===== src/rtl/lcd_i2c_feeder.sv =====
// HD44780-over-PCF8574 byte feeder: runs the 4-bit power-up init, then turns host
// command/data bytes into EN-strobed backpack bytes for the I2C byte-write master.
module lcd_i2c_feeder #(
    parameter int unsigned POWERUP_WAIT = 2_000_000,
    parameter int unsigned LONG_WAIT    = 100_000,
    parameter int unsigned CMD_WAIT     = 2_500
) (
    input  logic       clk,
    input  logic       rst,
    input  logic       in_valid,
    output logic       in_ready,
    input  logic [7:0] in_data,
    input  logic       in_rs,
    input  logic       bl,
    output logic       out_valid,
    input  logic       out_ready,
    output logic [7:0] out_data,
    output logic       init_done
);

    typedef enum logic [2:0] {PWRUP, INIT_SEND, INIT_WAIT, IDLE, SEND, WAIT} state_t;

    typedef struct packed {
        logic [7:0] data;
        logic       nibble;
        logic       long_wait;
    } unit_t;

    localparam logic [20:0] PWRUP_LAST = 21'(POWERUP_WAIT - 1);
    localparam logic [20:0] LONG_LAST  = 21'(LONG_WAIT - 1);
    localparam logic [20:0] CMD_LAST   = 21'(CMD_WAIT - 1);
    localparam logic [2:0]  ROM_LAST   = 3'd7;

    // Nibble units carry their nibble in data[7:4] and stop after the high half.
    function automatic unit_t rom_entry(input logic [2:0] idx);
        unit_t u;
        case (idx)
            3'd0:    u = '{data: 8'h30, nibble: 1'b1, long_wait: 1'b1};
            3'd1:    u = '{data: 8'h30, nibble: 1'b1, long_wait: 1'b0};
            3'd2:    u = '{data: 8'h30, nibble: 1'b1, long_wait: 1'b0};
            3'd3:    u = '{data: 8'h20, nibble: 1'b1, long_wait: 1'b0};
            3'd4:    u = '{data: 8'h28, nibble: 1'b0, long_wait: 1'b0};
            3'd5:    u = '{data: 8'h0C, nibble: 1'b0, long_wait: 1'b0};
            3'd6:    u = '{data: 8'h01, nibble: 1'b0, long_wait: 1'b1};
            default: u = '{data: 8'h06, nibble: 1'b0, long_wait: 1'b0};
        endcase
        return u;
    endfunction

    // Backpack byte {D7..D4, BL, EN, RW, RS}; even sub-bytes raise EN, odd ones drop it.
    function automatic logic [7:0] sub_byte(input logic [7:0] data, input logic rs,
                                            input logic bl_en, input logic [1:0] idx);
        logic [3:0] nib;
        nib = idx[1] ? data[3:0] : data[7:4];
        return {nib, bl_en, ~idx[0], 1'b0, rs};
    endfunction

    state_t      state_q, state_d;
    logic [20:0] cnt_q, cnt_d;
    logic [2:0]  rom_idx_q, rom_idx_d;
    logic [1:0]  sub_q, sub_d;
    logic [1:0]  last_q, last_d;
    logic [7:0]  data_q, data_d;
    logic        rs_q, rs_d;
    logic        bl_q, bl_d;
    logic        long_q, long_d;
    logic        out_valid_q, out_valid_d;
    logic [7:0]  out_data_q, out_data_d;
    logic        in_ready_q, in_ready_d;
    logic        init_done_q, init_done_d;

    logic        load;
    logic        load_rs;
    unit_t       load_unit;

    always_comb begin
        // NOTE: every variable gets a default first so no path infers a latch.
        state_d     = state_q;
        cnt_d       = cnt_q;
        rom_idx_d   = rom_idx_q;
        sub_d       = sub_q;
        last_d      = last_q;
        data_d      = data_q;
        rs_d        = rs_q;
        bl_d        = bl_q;
        long_d      = long_q;
        out_valid_d = out_valid_q;
        out_data_d  = out_data_q;
        in_ready_d  = in_ready_q;
        init_done_d = init_done_q;
        load        = 1'b0;
        load_rs     = 1'b0;
        load_unit   = '0;

        case (state_q)
            PWRUP: begin
                if (cnt_q == PWRUP_LAST) begin
                    cnt_d     = '0;
                    rom_idx_d = 3'd0;
                    load      = 1'b1;
                    load_unit = rom_entry(3'd0);
                    state_d   = INIT_SEND;
                end else begin
                    cnt_d = cnt_q + 21'd1;
                end
            end
            INIT_SEND, SEND: begin
                if (out_valid_q && out_ready) begin
                    if (sub_q == last_q) begin
                        out_valid_d = 1'b0;
                        cnt_d       = long_q ? LONG_LAST : CMD_LAST;
                        state_d     = (state_q == SEND) ? WAIT : INIT_WAIT;
                    end else begin
                        sub_d      = sub_q + 2'd1;
                        out_data_d = sub_byte(data_q, rs_q, bl_q, sub_q + 2'd1);
                    end
                end
            end
            INIT_WAIT: begin
                if (cnt_q != '0) begin
                    cnt_d = cnt_q - 21'd1;
                end else if (rom_idx_q == ROM_LAST) begin
                    init_done_d = 1'b1;
                    in_ready_d  = 1'b1;
                    state_d     = IDLE;
                end else begin
                    rom_idx_d = rom_idx_q + 3'd1;
                    load      = 1'b1;
                    load_unit = rom_entry(rom_idx_q + 3'd1);
                    state_d   = INIT_SEND;
                end
            end
            IDLE: begin
                if (in_valid && in_ready_q) begin
                    in_ready_d = 1'b0;
                    load       = 1'b1;
                    load_rs    = in_rs;
                    load_unit  = '{data: in_data, nibble: 1'b0,
                                   long_wait: !in_rs && (in_data == 8'h01 || in_data == 8'h02)};
                    state_d    = SEND;
                end
            end
            WAIT: begin
                if (cnt_q != '0) begin
                    cnt_d = cnt_q - 21'd1;
                end else begin
                    in_ready_d = 1'b1;
                    state_d    = IDLE;
                end
            end
            default: state_d = PWRUP;
        endcase

        // Backlight is sampled here, at unit start, so idle bl changes stay off the bus.
        if (load) begin
            data_d      = load_unit.data;
            rs_d        = load_rs;
            bl_d        = bl;
            last_d      = load_unit.nibble ? 2'd1 : 2'd3;
            long_d      = load_unit.long_wait;
            sub_d       = 2'd0;
            out_valid_d = 1'b1;
            out_data_d  = sub_byte(load_unit.data, load_rs, bl, 2'd0);
        end
    end

    always_ff @(posedge clk) begin
        if (!rst) begin
            state_q     <= PWRUP;
            cnt_q       <= '0;
            rom_idx_q   <= '0;
            sub_q       <= '0;
            last_q      <= '0;
            data_q      <= '0;
            rs_q        <= 1'b0;
            bl_q        <= 1'b0;
            long_q      <= 1'b0;
            out_valid_q <= 1'b0;
            out_data_q  <= '0;
            in_ready_q  <= 1'b0;
            init_done_q <= 1'b0;
        end else begin
            state_q     <= state_d;
            cnt_q       <= cnt_d;
            rom_idx_q   <= rom_idx_d;
            sub_q       <= sub_d;
            last_q      <= last_d;
            data_q      <= data_d;
            rs_q        <= rs_d;
            bl_q        <= bl_d;
            long_q      <= long_d;
            out_valid_q <= out_valid_d;
            out_data_q  <= out_data_d;
            in_ready_q  <= in_ready_d;
            init_done_q <= init_done_d;
        end
    end

    assign out_valid = out_valid_q;
    assign out_data  = out_data_q;
    assign in_ready  = in_ready_q;
    assign init_done = init_done_q;

endmodule


===== config.mk =====
export PLATFORM = sky130hd
export DESIGN_NAME = lcd_i2c_feeder
export DESIGN_NICKNAME = d
export VERILOG_FILES = /design/src/rtl/lcd_i2c_feeder.sv
export SDC_FILE = /design/constraint.sdc
export NUM_CORES = 1
export LEC_CHECK = 0
export ABC_AREA = 0
export BUFFER_PORTS_ARGS = -buffer_cell sky130_fd_sc_hd__buf_4
export CAP_MARGIN = 20
export CELL_PAD_IN_SITES_DETAIL_PLACEMENT = 1
export CELL_PAD_IN_SITES_GLOBAL_PLACEMENT = 2
export CORE_MARGIN = 3
export CORE_UTILIZATION = 33
export CTS_CLUSTER_SIZE = 30
export DETAILED_ROUTE_END_ITERATION = 16
export GPL_TIMING_DRIVEN = 0
export PLACE_DENSITY_LB_ADDON = 0.1
export SYNTH_ARGS = -nofsm -noshare
export SYNTH_HDL_FRONTEND = slang
export SYNTH_SLANG_ARGS = --single-unit

===== constraint.sdc =====
create_clock -name clk -period 2.3 [get_ports clk]
set_input_delay 0.23 -clock clk [delete_from_list [all_inputs] [get_ports clk]]
set_output_delay 0.23 -clock clk [all_outputs]
set_load 0.03 [all_outputs]

# Word-level counts from Yosys, hierarchy flattened
# Cells that the tools add are included.
dict set report word_totals {
  word_cells 120
  inputBits 14
  out_inout_bits 11
  regBits 52
}
dict set report classes {
  n_eq_ne 26
  n_reduce_logical 26
  mux 47
  addsub 4
  bitwise_logic 4
}
# op count
set op_table {}
lappend op_table {{$mux W21} 4}
lappend op_table {{$pmux W21 S3} 1}
lappend op_table {{$mux W8} 7}
lappend op_table {{$pmux W8 S6} 1}
lappend op_table {{$mux W3} 10}
lappend op_table {{$pmux W10 S3} 1}
lappend op_table {{$add A21 B1 Y21 const B} 1}
lappend op_table {{$eq A21 B21 Y1 const B} 1}
lappend op_table {{$reduce_bool A21 Y1} 1}
lappend op_table {{$sub A21 B1 Y21 const B} 1}
lappend op_table {{$eq A3 B3 Y1 const B} 6}
lappend op_table {{$ne A2 B2 Y1 const B} 9}
lappend op_table {{$mux W17} 1}
lappend op_table {{$pmux W3 S5} 1}
lappend op_table {{$mux W1} 14}
lappend op_table {{$eq A3 B2 Y1 const B} 4}
lappend op_table {{$reduce_and A3 Y1} 4}
lappend op_table {{$mux W10} 1}
lappend op_table {{$eq A8 B1 Y1 const B} 1}
lappend op_table {{$eq A8 B2 Y1 const B} 1}
lappend op_table {{$reduce_and A4 Y1} 2}
lappend op_table {{$reduce_bool A2 Y1} 4}
lappend op_table {{$reduce_or A2 Y1} 4}
lappend op_table {{$eq A3 B1 Y1 const B} 2}
lappend op_table {{16 further kinds} 25}

# Logic depth before layout (Yosys ltp)
dict set report logic_depth {
  depth_word 8
  mapped_depth 10
  ltp_nobuf 8
}

# Worst setup path after synthesis
# No wires, ideal clock.
dict set report synth_path {
  kind {register -> register}
  from {register cnt_q[11]}
  to {register data_q[5]}
  setup_ps 128
  path_buffers 2
  synth_period_minus_slack_ps 2267
  required_time_ps 2172
  slack_ps 33
  arrival_ps 2140
  path_stages_with_launch 9
  path_cell_list {dfxtp_1 -> buf_6 -> or4_4 -> nor4_4 -> nand4b_2 -> and3_1 -> buf_6 -> a221oi_2 -> nor2_1}
}
dict set report synth_via {
  elab_chain_len 3
  word_cells_on_any_way 8
  classes_between {eq/ne: 1; mux: 6; reduce/logical: 1}
}
# element line
set synth_rtl {}
lappend synth_rtl {{start: declaration} 59} ;# logic [20:0] cnt_q, cnt_d;
lappend synth_rtl {{start signal: assignment} 184} ;# cnt_q <= cnt_d;
lappend synth_rtl {{$eq A21 B21 Y1 or $reduce_bool A21 Y1 (tied branches)} {97, 120}}
lappend synth_rtl {{$mux W8, or another cell as far along} 97} ;# if (cnt_q == PWRUP_LAST) begin
lappend synth_rtl {{$pmux W10 S3 or $pmux W1 S3 (tied branches)} 95} ;# case (state_q)
lappend synth_rtl {{end signal: assignment} 188} ;# data_q <= data_d;
lappend synth_rtl {{end: declaration} 63} ;# logic [7:0] data_q, data_d;
# Several ways; a longest one is shown, not always the timed one.
# A chain may end at the register's enable or synchronous reset.

# Worst setup path in the final report
dict set report layout_path {
  from {register cnt_q[0]}
  to {register in_ready_q (netlist: in_ready)}
}
dict set report layout_via {
  elab_chain_len 3
  word_cells_on_any_way 4
  classes_between {eq/ne: 2; reduce/logical: 2}
}
# element line
set layout_rtl {}
lappend layout_rtl {{$reduce_bool A21 Y1 *} {120, 144}}
lappend layout_rtl {{$ne A2 B2 Y1 (no line)} -}
lappend layout_rtl {{$reduce_and A5 Y1 (no line) *} -}
lappend layout_rtl {{end signal: assignment} 194} ;# in_ready_q <= in_ready_d;
lappend layout_rtl {{end: declaration} 69} ;# logic in_ready_q, in_ready_d;
# Every way passes the cells marked *; elsewhere a longest branch is shown, timed or not.

==> flow_metrics.tcl <==
set metrics [dict create \
    result_of_the_run "finished clean" \
    fillers 1266 \
    yosys_most_used_dff "dfxtp_1" \
    worst_slew_margin_rel_pct 46.6 \
    cp_data_arrival_time_ps 2550 \
    drt.antenna.violating_nets 0 \
    cp_slowest_stage_delay_ps 520 \
    worst_setup_path_class "reg2reg" \
    synthDominantCellAreaShare_pct 29.1 \
    synthDistinctLibCells 75 \
    grt_pass1_vias 3960 \
    power.leakage_uw 0.00186 \
    routedWlPerCell_microns 21.7 \
    tritoncts "built" \
    cts_htree_levels 2 \
    worst_skew_pair.late_latency_ps 320 \
    cts-buffers-inserted 5 \
    cpMaxStageDelayCell "or4b_4" \
    worst_ep_required_time_ps 2550 \
    max_freq_ghz 0.436 \
    worst-path-max-fanout 4 \
    initial_drc_count 185 \
    finalSetupViolCount 0 \
    gp_congestion 0.825 \
    design_area_sq_um 4560 \
    floorplan.die.width_microns 110 \
    die-height_microns 110 \
    synthesized_flop_and_latch_total 52 \
    grt_antenna_before_repair 0 \
    netlist_area_pre_place_sq_um 3580 \
    grt_first_pass_wirelength_microns 21800 \
    power-per-cell-area_nw_per_um2 390 \
    synth-warning-count 0 \
    syn_nets 483 \
    antenna_cells_inserted 0 \
    max-clock-path-buffers 2 \
    max_slew.worst_pin.slew_ps 801 \
    die-area_sq_um 12100 \
    gr-usage-all-layers_pct 23.4 \
    floorplan.core_area_sq_um 10400 \
    remaining_drc_errors 0 \
    synthArstFlopShare_pct 0 \
    clock_sinks 52 \
    placed_cell_area_sq_um 3920 \
    total_grt_overflow 0 \
    pin_count_of_the_biggest_net_entering_global_routing 20 \
    timing.final.hold_violations 0 \
    layout_worst_path_cycle_share_pct 99.7 \
    post_layout_nonfiller_instances 641 \
    synth.avg_cell_area_sq_um 7.78 \
    top_level_ports 25 \
    avgViaCountPerCell 6.02 \
    routed-via-count 3857 \
    holdCritPathClass "in2reg" \
    initial_core_utilization_pct 34.4 \
    grt_setup_unrepaired "true" \
    synth_enable_flop_cells 0 \
    seq_area_frac_synth_pct 29.1 \
    cts.root.buffer_cell "clkbuf_8" \
    final_layout_size_suffix_gt1_share_pct 29.7 \
    place_worst_setup_slack_ps -902 \
    setup-tns-final_ps 0 \
    finalClockSkew_ps 7.14 \
    crit_path_end_kind "flip-flop" \
    timing.final.ws_setup_ps 6.76 \
    final.min_clock_period_ps 2290 \
    area_growth_syn_to_layout_pct 27.5 \
    fin_nets 527 \
    worstPathCellList "inv_4 > ha_4 > or4b_4 > or3_4 > o2111ai_2 > a21boi_4 > buf_4 > a21oi_1 > nor3_1" \
    timing.final.max_slew_violations 0 \
    yosys.area.top_type "dfxtp_1" \
    timing.max_cap.violations 0 \
    detailed_place_hpwl_microns 9900 \
    1st_pass_router_iterations 4 \
    totalWireLength_microns 13900 \
    clk_pin_slew_ps 120 \
    syn_inst 460 \
    ys_top_cells_by_area "dfxtp_1, nor2_1, nand2_1" \
    place_inst 618 \
    type_of_element_launching_the_critical_path "flip-flop" \
    floorplan.rows 37 \
    io_buffers 22 \
    worst_ir_drop_vdd_uv 239 \
]
report_power, final:
part / leakage [uW] / internal (uW) / total, uW / switching [uW]
sequential: 0.000424 / 905 / 910 / 5.85
combinational: 0.00138 / 104 / 249 / 146
clock: 0.0000511 / 232 / 621 / 389
path summary, 6_finish.rpt:
check                   from         to  slack [ps]  cells after the start
setup / recovery    cnt_q[0]   in_ready           7                      9
hold / removal    in_data[1]  data_q[1]         150                      3
setup reg to reg    cnt_q[0]   in_ready           7                      9
hold reg to reg         bl_q       bl_q         470                      2
worst max-delay path: cells and delay by family, from the launching register on:
family | cells | cell delay [ps]
adder cells (fa/ha/maj) | 1 | 120
AO/OA/AOI/OAI | 3 | 480
flip-flops | 1 | 380
buffers and inverters | 2 | 200
AND/OR/NAND/NOR | 3 | 1030
registers in the layout, summed over array words and instances, names as in the netlist:
register,flops
cnt_q,21
data_q,8
out_data,7
rom_idx_q,3
state_q,3
last_q,2
sub_q,2
bl_q,1
in_ready,1
init_done,1
long_q,1
out_valid,1
rs_q,1
per-stage QoR:
step	util, %	total power, uW	hold WS [ps]
floorplan	-	1020	366
global placement	37.6	1090	442
detailed placement	37.6	1090	456
CTS	42.2	1780	135
global route	43.8	1850	146
finish	43.8	1780	145
area by class of cell:
| type | instances | area, sq um | area share (%) |
|---|---|---|---|
| clock buffer | 5 | 68.8 | 1.51 |
| sequential | 52 | 1060 | 23.2 |
| timing repair buffer | 45 | 379 | 8.31 |
| multi-input combinational | 357 | 2630 | 57.6 |
| inverter | 12 | 50.0 | 1.10 |
| buffer | 31 | 179 | 3.92 |
| tap | 136 | 170 | 3.73 |
| clock inverter | 3 | 28.8 | 0.631 |
timing repair:
action / CTS / global route
pin swaps: 20 / 20
setup endpoints to repair: 52 / 48
setup buffers: 15 / 7
resized for setup: 71 / 41
hold buffers: 0 / 0
cloned: 0 / 1
cell usage in the layout (no fill, tap or decap), types with 5 or more instances in the layout:
cell	instances
nor3_1	9
nand2_2	5
o22ai_1	9
clkbuf_8	5
clkbuf_1	11
o221a_2	6
nand2_1	37
a31oi_1	13
buf_6	5
o211a_1	5
dfxtp_1	43
o21a_1	6
nand4_1	11
inv_1	10
nand3_1	14
ha_1	8
a21o_1	5
nor4_1	5
mux2i_1	5
buf_4	44
o21ai_0	20
nor2_1	40
a21oi_1	28
xnor2_1	8
o21ai_1	6
dfxtp_2	7
cells in the mapped netlist (5+ instances only):
library cell,number
a31oi_1,13
a21o_1,5
o21a_1,6
nor2_1,44
o21ai_0,26
buf_2,6
o22ai_1,9
or3_1,7
mux2i_1,5
inv_1,12
clkbuf_1,27
o221a_2,6
ha_1,9
nand4_1,11
o211a_1,5
nand2_1,43
xnor2_1,9
a21oi_1,29
nor4_1,9
dfxtp_1,52
and3_1,5
nand3_1,16
nor3_1,12
per-layer routing:
layer / vias to the layer above / routed length, microns / track usage [%]
li1: 1814 / - / -
met1: 1933 / 6100 / 29.4
met2: 96 / 7110 / 41.8
met3: 14 / 498 / 2.80
met4: 0 / 212 / 7.21
met5: - / 0 / 0
kinds of logic after synthesis:
kind of cell / share of synthesized area (%)
flops: 29.1
buf+inv: 6.29
mux: 2.66
compound gates: 29.7
other cells: 0.105
fa+ha+maj: 3.15
xor+xnor: 3.18
simple gates: 25.8
No activity file was read; power rests on OpenSTA's default activity.
